## src/rtl/demux_pkg.sv

```systemverilog
// demux_pkg: shared constants and helpers for the demux_stream slice.
// Provides the default payload width and the select-width function.
package demux_pkg;

    localparam int DEFAULT_DATA_WIDTH = 16;

    // Select width for n channels, never narrower than one bit.
    function automatic int sel_width(input int n);
        int w;
        w = $clog2(n);
        return (w < 1) ? 1 : w;
    endfunction

endpackage

```

## src/rtl/demux_slot.sv

```systemverilog
// demux_slot: one-entry register slice with valid/ready output side.
// Ports: clk_i, rst_ni, load_i, data_i, ready_i -> data_o, valid_o, free_o.
module demux_slot
    import demux_pkg::*;
#(
    parameter int DATA_WIDTH = DEFAULT_DATA_WIDTH
) (
    input  logic                  clk_i,
    input  logic                  rst_ni,
    input  logic                  load_i,
    input  logic [DATA_WIDTH-1:0] data_i,
    input  logic                  ready_i,
    output logic [DATA_WIDTH-1:0] data_o,
    output logic                  valid_o,
    output logic                  free_o
);

    logic                  valid_q, valid_d;
    logic [DATA_WIDTH-1:0] data_q, data_d;

    // Free when empty or emptying on this edge.
    assign free_o = ~valid_q | ready_i;

    always_comb begin
        valid_d = valid_q & ~ready_i;
        data_d  = data_q;
        if (load_i) begin
            valid_d = 1'b1;
            data_d  = data_i;
        end
    end

    always_ff @(posedge clk_i) begin
        if (!rst_ni) begin
            valid_q <= 1'b0;
            data_q  <= '0;
        end else begin
            valid_q <= valid_d;
            data_q  <= data_d;
        end
    end

    assign data_o  = data_q;
    assign valid_o = valid_q;

endmodule

```

## src/rtl/demux_stream.sv

```systemverilog
// demux_stream: routes one valid/ready stream to NUM_CHANNELS slotted outputs.
// Ports: clk_i, rst_ni, i, sel_i, valid_i, ready_o, data_o, valid_o,
//   ready_i, err_o (sticky out-of-range select); bcast_i when
//   DEMUX_STREAM_BROADCAST_EN is defined.
module demux_stream
    import demux_pkg::*;
#(
    parameter int  DATA_WIDTH   = DEFAULT_DATA_WIDTH,
    parameter int  NUM_CHANNELS = 4,
    localparam int SEL_WIDTH    = sel_width(NUM_CHANNELS)
) (
    input  logic                               clk_i,
    input  logic                               rst_ni,
`ifdef DEMUX_STREAM_BROADCAST_EN
    input  logic                               bcast_i,
`endif
    input  logic [DATA_WIDTH-1:0]              i,
    input  logic [SEL_WIDTH-1:0]               sel_i,
    input  logic                               valid_i,
    output logic                               ready_o,
    output logic [NUM_CHANNELS*DATA_WIDTH-1:0] data_o,
    output logic [NUM_CHANNELS-1:0]            valid_o,
    input  logic [NUM_CHANNELS-1:0]            ready_i,
    output logic                               err_o
);

    logic [NUM_CHANNELS-1:0] sel_oh;
    logic [NUM_CHANNELS-1:0] free;
    logic [NUM_CHANNELS-1:0] load;
    logic                    sel_free;
    logic                    in_range;
    logic                    uni_ready;
    logic                    accept;
    logic                    err_q, err_d;

    // One-hot decode; an all-zero result marks an out-of-range select.
    always_comb begin
        sel_oh   = '0;
        sel_free = 1'b0;
        for (int k = 0; k < NUM_CHANNELS; k++) begin
            if (sel_i == SEL_WIDTH'(k)) begin
                sel_oh[k] = 1'b1;
                sel_free  = free[k];
            end
        end
        in_range = |sel_oh;
    end

    // Out-of-range words are swallowed, so they always see ready.
    assign uni_ready = in_range ? sel_free : 1'b1;
    assign accept    = valid_i & ready_o;

`ifdef DEMUX_STREAM_BROADCAST_EN
    assign ready_o = bcast_i ? &free : uni_ready;

    always_comb begin
        load  = '0;
        err_d = err_q;
        if (accept) begin
            load  = bcast_i ? '1 : sel_oh;
            err_d = err_q | (~bcast_i & ~in_range);
        end
    end
`else
    assign ready_o = uni_ready;

    always_comb begin
        load  = '0;
        err_d = err_q;
        if (accept) begin
            load  = sel_oh;
            err_d = err_q | ~in_range;
        end
    end
`endif

    always_ff @(posedge clk_i) begin
        if (!rst_ni) begin
            err_q <= 1'b0;
        end else begin
            err_q <= err_d;
        end
    end

    assign err_o = err_q;

    for (genvar k = 0; k < NUM_CHANNELS; k++) begin : g_slot
        demux_slot #(
            .DATA_WIDTH (DATA_WIDTH)
        ) u_slot (
            .clk_i   (clk_i),
            .rst_ni  (rst_ni),
            .load_i  (load[k]),
            .data_i  (i),
            .ready_i (ready_i[k]),
            .data_o  (data_o[k*DATA_WIDTH +: DATA_WIDTH]),
            .valid_o (valid_o[k]),
            .free_o  (free[k])
        );
    end

endmodule

```

## config.mk

```make
export PLATFORM = sky130hd
export DESIGN_NAME = demux_stream
export DESIGN_NICKNAME = d
export VERILOG_FILES = /design/src/rtl/demux_pkg.sv /design/src/rtl/demux_slot.sv /design/src/rtl/demux_stream.sv
export SDC_FILE = /design/constraint.sdc
export NUM_CORES = 1
export LEC_CHECK = 0
export ABC_CLOCK_PERIOD_IN_PS = 3250
export BUFFER_PORTS_ARGS = -buffer_cell sky130_fd_sc_hd__buf_4
export CAP_MARGIN = 10
export CORE_UTILIZATION = 45
export CTS_BUF_LIST = sky130_fd_sc_hd__clkbuf_16
export DETAILED_ROUTE_END_ITERATION = 8
export PLACE_DENSITY = 0.75
export SYNTH_ARGS = -nofsm -noshare
export SYNTH_HDL_FRONTEND = slang
export SYNTH_SLANG_ARGS = --single-unit
```

## constraint.sdc

```tcl
create_clock -name clk_i -period 3.25 [get_ports clk_i]
set_input_delay 0.325 -clock clk_i [delete_from_list [all_inputs] [get_ports clk_i]]
set_output_delay 0.325 -clock clk_i [all_outputs]
set_load 0.01 [all_outputs]
```

* Word-level counts from Yosys, hierarchy flattened
Index checks and enable logic that the tools add are counted.
Storage, ports and cells: bits of input ports 25, flip-flop bits (word level) 69, logic and storage cells 47
Cells by class: mux-type cells 14, bitwise gates (word level) 19, eq/ne operators 3, reductions and logical operators 2
Operator list (number):
- two-way mux 1 bit | 13
- inverter 1 bit | 9
- AND 1 bit | 5
- OR 1 bit | 5
- == test 2 bit, second input constant | 2
- two-way mux 4 bit | 1
- OR reduction 4 bit | 1
- == test 2 x 1 -> 1 bit, second input constant | 1
- logical NOT 2 bit | 1

* Depth between registers and ports, before layout
depth in word-level cells 10, mapped depth 5

* Hierarchy
Synthesis repeated with hierarchy kept, for this count alone.
Unflattened totals: cells, all modules 227, area, all modules 2706.3 um^2
Modules (own cells, without submodules):
- demux_slot | area an instance 653.1 um^2, times used 4, cells each 55, seq. area each 340.3 um^2
- demux_stream | area an instance 93.8 um^2, times used 1, cells each 7, seq. area each 20.0 um^2

* Worst setup path before layout
Ideal clock, no wire load.
path kind input-to-output, start input ready_i[0], end output ready_o, stages on the path 2, data arrival time 1.008 ns, slack 1.917 ns, cells stage by stage nand2b_1 > mux4_1
On the way: cells in the longest elaborated chain, start to end 6
RTL lines:
- start, declared | line demux_stream.sv:23 | input logic [NUM_CHANNELS-1:0] ready_i,
- OR 1 bit | line demux_slot.sv:22 | assign free_o = ~valid_q | ready_i;
- two-way mux 1 bit (4 in series) | line demux_stream.sv:41 | if (sel_i == SEL_WIDTH'(k)) begin
- two-way mux 1 bit | line demux_stream.sv:50 | assign uni_ready = in_range ? sel_free : 1'b1;
- end, declared | line demux_stream.sv:20 | output logic ready_o,
No other way between the ends.

* Worst setup path in the final report
start register g_slot[1].u_slot.valid_q, end output ready_o
On the way: cells in the longest elaborated chain, start to end 6
RTL lines:
- start, declared | line demux_slot.sv:18 | logic valid_q, valid_d;
- start signal, assigned | line demux_slot.sv:38 | valid_q <= valid_d;
- inverter 1 bit | line demux_slot.sv:22
- OR 1 bit | line demux_slot.sv:22
- two-way mux 1 bit (3 in series) | line demux_stream.sv:41
- two-way mux 1 bit | line demux_stream.sv:50
No other way between the ends.

==> flow_metrics.env <==
export IMPL_syn_area_um2=2640
export IMPL_combPwrFrac=0.091
export IMPL_area_sequential_um2=1380
export IMPL_whs_endpoint="g_slot[0].u_slot.data_o[3]"
export IMPL_final_util=0.642
export IMPL_worst_pin_slew_ps=992
export IMPL_final_common_cell="buf_4"
export IMPL_finalMaxSlewViolations=0
export IMPL_rows=27
export IMPL_peakVddDrop_mv=0.355
export IMPL_holdCritStartpoint="i[3]"
export IMPL_clockBufferDepth=2
export IMPL_worst_setup_path_end_kind="primary output"
export IMPL_status="finished clean"
export IMPL_fp_dieW_um=78.6
export IMPL_synth_top_area_cell="dfxtp_1"
export IMPL_cts_tree="yes"
export IMPL_overflow=0
export IMPL_reg2reg_depth=3
export IMPL_numPortBuffers=94
export IMPL_detailedRoute_firstPassIterationCount=4
export IMPL_die_area_um2=6170
export IMPL_post_cts_setup_buffer_count=0
export IMPL_drc=0
export IMPL_relSlewSlack=0.337
export IMPL_hp_class="primary input to flop"
export IMPL_ctsResizeCount=0
export IMPL_ys_seq_elements=69
export IMPL_nets=366
export IMPL_antenna_cells=0
export IMPL_power_internal_mw=1.47
export IMPL_hold_depth=3
export IMPL_htreeDepth=3
export IMPL_tns_ps=0
export IMPL_drv_cap=0
export IMPL_routed_via_count=2029
export IMPL_finalWirelength_um=5740
export IMPL_ys_types=22
export IMPL_hold_violations=0
export IMPL_initial_core_util=0.473
export IMPL_cp_arrival_ps=1410
export IMPL_post_dp_hpwl_um=3820
export IMPL_postRouteAntennaNets=0
export IMPL_required_ps=2920
export IMPL_clock_skew_ps=5.76
export IMPL_fin_crit_ps=1740
export IMPL_netlist_instances=253
export IMPL_crit_type="flop to primary output"
export IMPL_io_pins=95
export IMPL_drt_iter0_markers=80
export IMPL_cts_sinks=69
export IMPL_grt_pass1_vias=1910
export IMPL_layout_drive_gt1_share=0.335
export IMPL_finalNonFillerCells=418
export IMPL_area_delta_synth_final_pct=35.5
export IMPL_avgSynthCellArea_um2=10.4
export IMPL_p_sw_frac=0.236
export IMPL_viasPerCell=4.85
export IMPL_fin_crit_sh=0.535
export IMPL_r2r_end="g_slot[2].u_slot.data_o[10]"
export IMPL_startpoint_type="flop"
export IMPL_yosysSeqAreaShare=0.523
export IMPL_rrSetupSlack_ps=1600
export IMPL_switchingPower_uw=454
export IMPL_cts_buffers=9
export IMPL_core_um2=5570
export IMPL_synth_top_cell_area_share=0.523
export IMPL_synth_warnings=0
export IMPL_grt_setup_unrepaired="no"
export IMPL_multi_input_area_um2=1120
export IMPL_placed_cells=402
export IMPL_ctsRootBufferMaster="clkbuf_16"
export IMPL_cts_hold_buf=0
export IMPL_grt_max_degree=86
export IMPL_track_usage=0.193
export IMPL_clkLatencyLatePin_ps=320
export IMPL_syn_num_nets=278
export IMPL_grt_pass1_wl_um=9070
export IMPL_grt_antenna_before_repair=0
export IMPL_pwr_share_clk=0.446
export IMPL_p_leak_nw=1.60
export IMPL_synth_edf_count=0
export IMPL_wl_per_cell_um=13.7
export IMPL_mostFrequentLayoutCells="96 x buf_4, 80 x nand2_1, 69 x dfxtp_1"
export IMPL_ys_flop_type="dfxtp_1"
export IMPL_power_density_nw_per_um2=538
export IMPL_fillers=475
export IMPL_setup_viol=0
export IMPL_max_freq_ghz=0.575
export IMPL_rr_startpoint="g_slot[2].u_slot.valid_o"
export IMPL_critPathMaxFanout=3
export IMPL_clk_pin_slew_worst_paths_ps=60
export IMPL_gp_congestion=0.719
export IMPL_async_reset_ff_frac=0
export IMPL_ys_top_cells_by_area="dfxtp_1 52%, mux2i_1 24%, nand2_1 11%, buf_4 1.7%, buf_12 1.5%"
export IMPL_p_seq_frac=0.464
export IMPL_die_h_um=78.6
area by class of cell:
class	instances	area share
Sequential cell	69	0.386
Clock buffer	9	0.0630
Tap cell	72	0.0252
Clock inverter	7	0.0119
Multi-Input combinational cell	165	0.312
Timing Repair Buffer	96	0.202
power groups by stage:
stage / Combinational (mW) / Sequential, mW / Clock, mW
2_1_floorplan: 0.0851 / 0.921 / 0
3_3_place_gp: 0.173 / 0.909 / 0
3_5_place_dp: 0.176 / 0.910 / 0
4_1_cts: 0.176 / 0.892 / 0.877
5_1_grt: 0.189 / 0.895 / 0.912
6_report: 0.174 / 0.892 / 0.857
synthesized netlist by cell type, types with 2 or more instances:
cell / instances
buf_1: 6
clkbuf_1: 2
dfxtp_1: 69
o21a_1: 2
buf_12: 2
mux2i_1: 64
a21boi_0: 2
nand2b_1: 4
nand2_1: 80
nand2_2: 2
buf_4: 6
nor2b_1: 4
metrics by stage:
stage          power [mW]  setup WS [ps]  cell area [um^2]  hold slack (ps)
2_1_floorplan        1.01           1920              2640              479
3_3_place_gp         1.08           1620              3310              442
4_1_cts              1.94           1490              3580              325
5_1_grt              2.00           1440              3580              340
6_report             1.92           1510              3580              329
3_5_place_dp         1.09           1600              3310              450
cells by family after synthesis:
logic type,count (synthesis),share of synthesized area
AOI/OAI and AO/OA,4,0.0114
DFF,69,0.523
muxes,65,0.253
buffers and inverters,19,0.0555
and+or+nand+nor,96,0.157
state kept, by name (all words and copies together), names as in the netlist:
register               cells
g_slot.u_slot.data_o      64
err_o                      1
g_slot.u_slot.valid_o      4
metal layers:
layer	vias up	global-route usage	routed length, um
li1	1006	-	-
met1	952	0.233	2610
met2	62	0.309	2660
met3	9	0.0616	376
met4	0	0.0907	85
met5	-	0	0
worst max-delay path by stage:
stage | depth (start not counted) | to | startpoint
floorplan | 2 | ready_o | ready_i[0]
global placement | 3 | g_slot[2].u_slot.data_o[9] | sel_i[0]
detailed placement | 3 | g_slot[2].u_slot.data_o[8] | sel_i[0]
CTS | 3 | ready_o | g_slot[0].u_slot.valid_o
global route | 3 | ready_o | g_slot[1].u_slot.valid_o
finish | 3 | ready_o | g_slot[1].u_slot.valid_o
critical path, stage by stage, from the launching register on:
cell,delay [ps]
dfxtp_1,330
nand2b_1,100
mux4_1,510
buf_4,160
No activity file was read; power rests on OpenSTA's default activity.
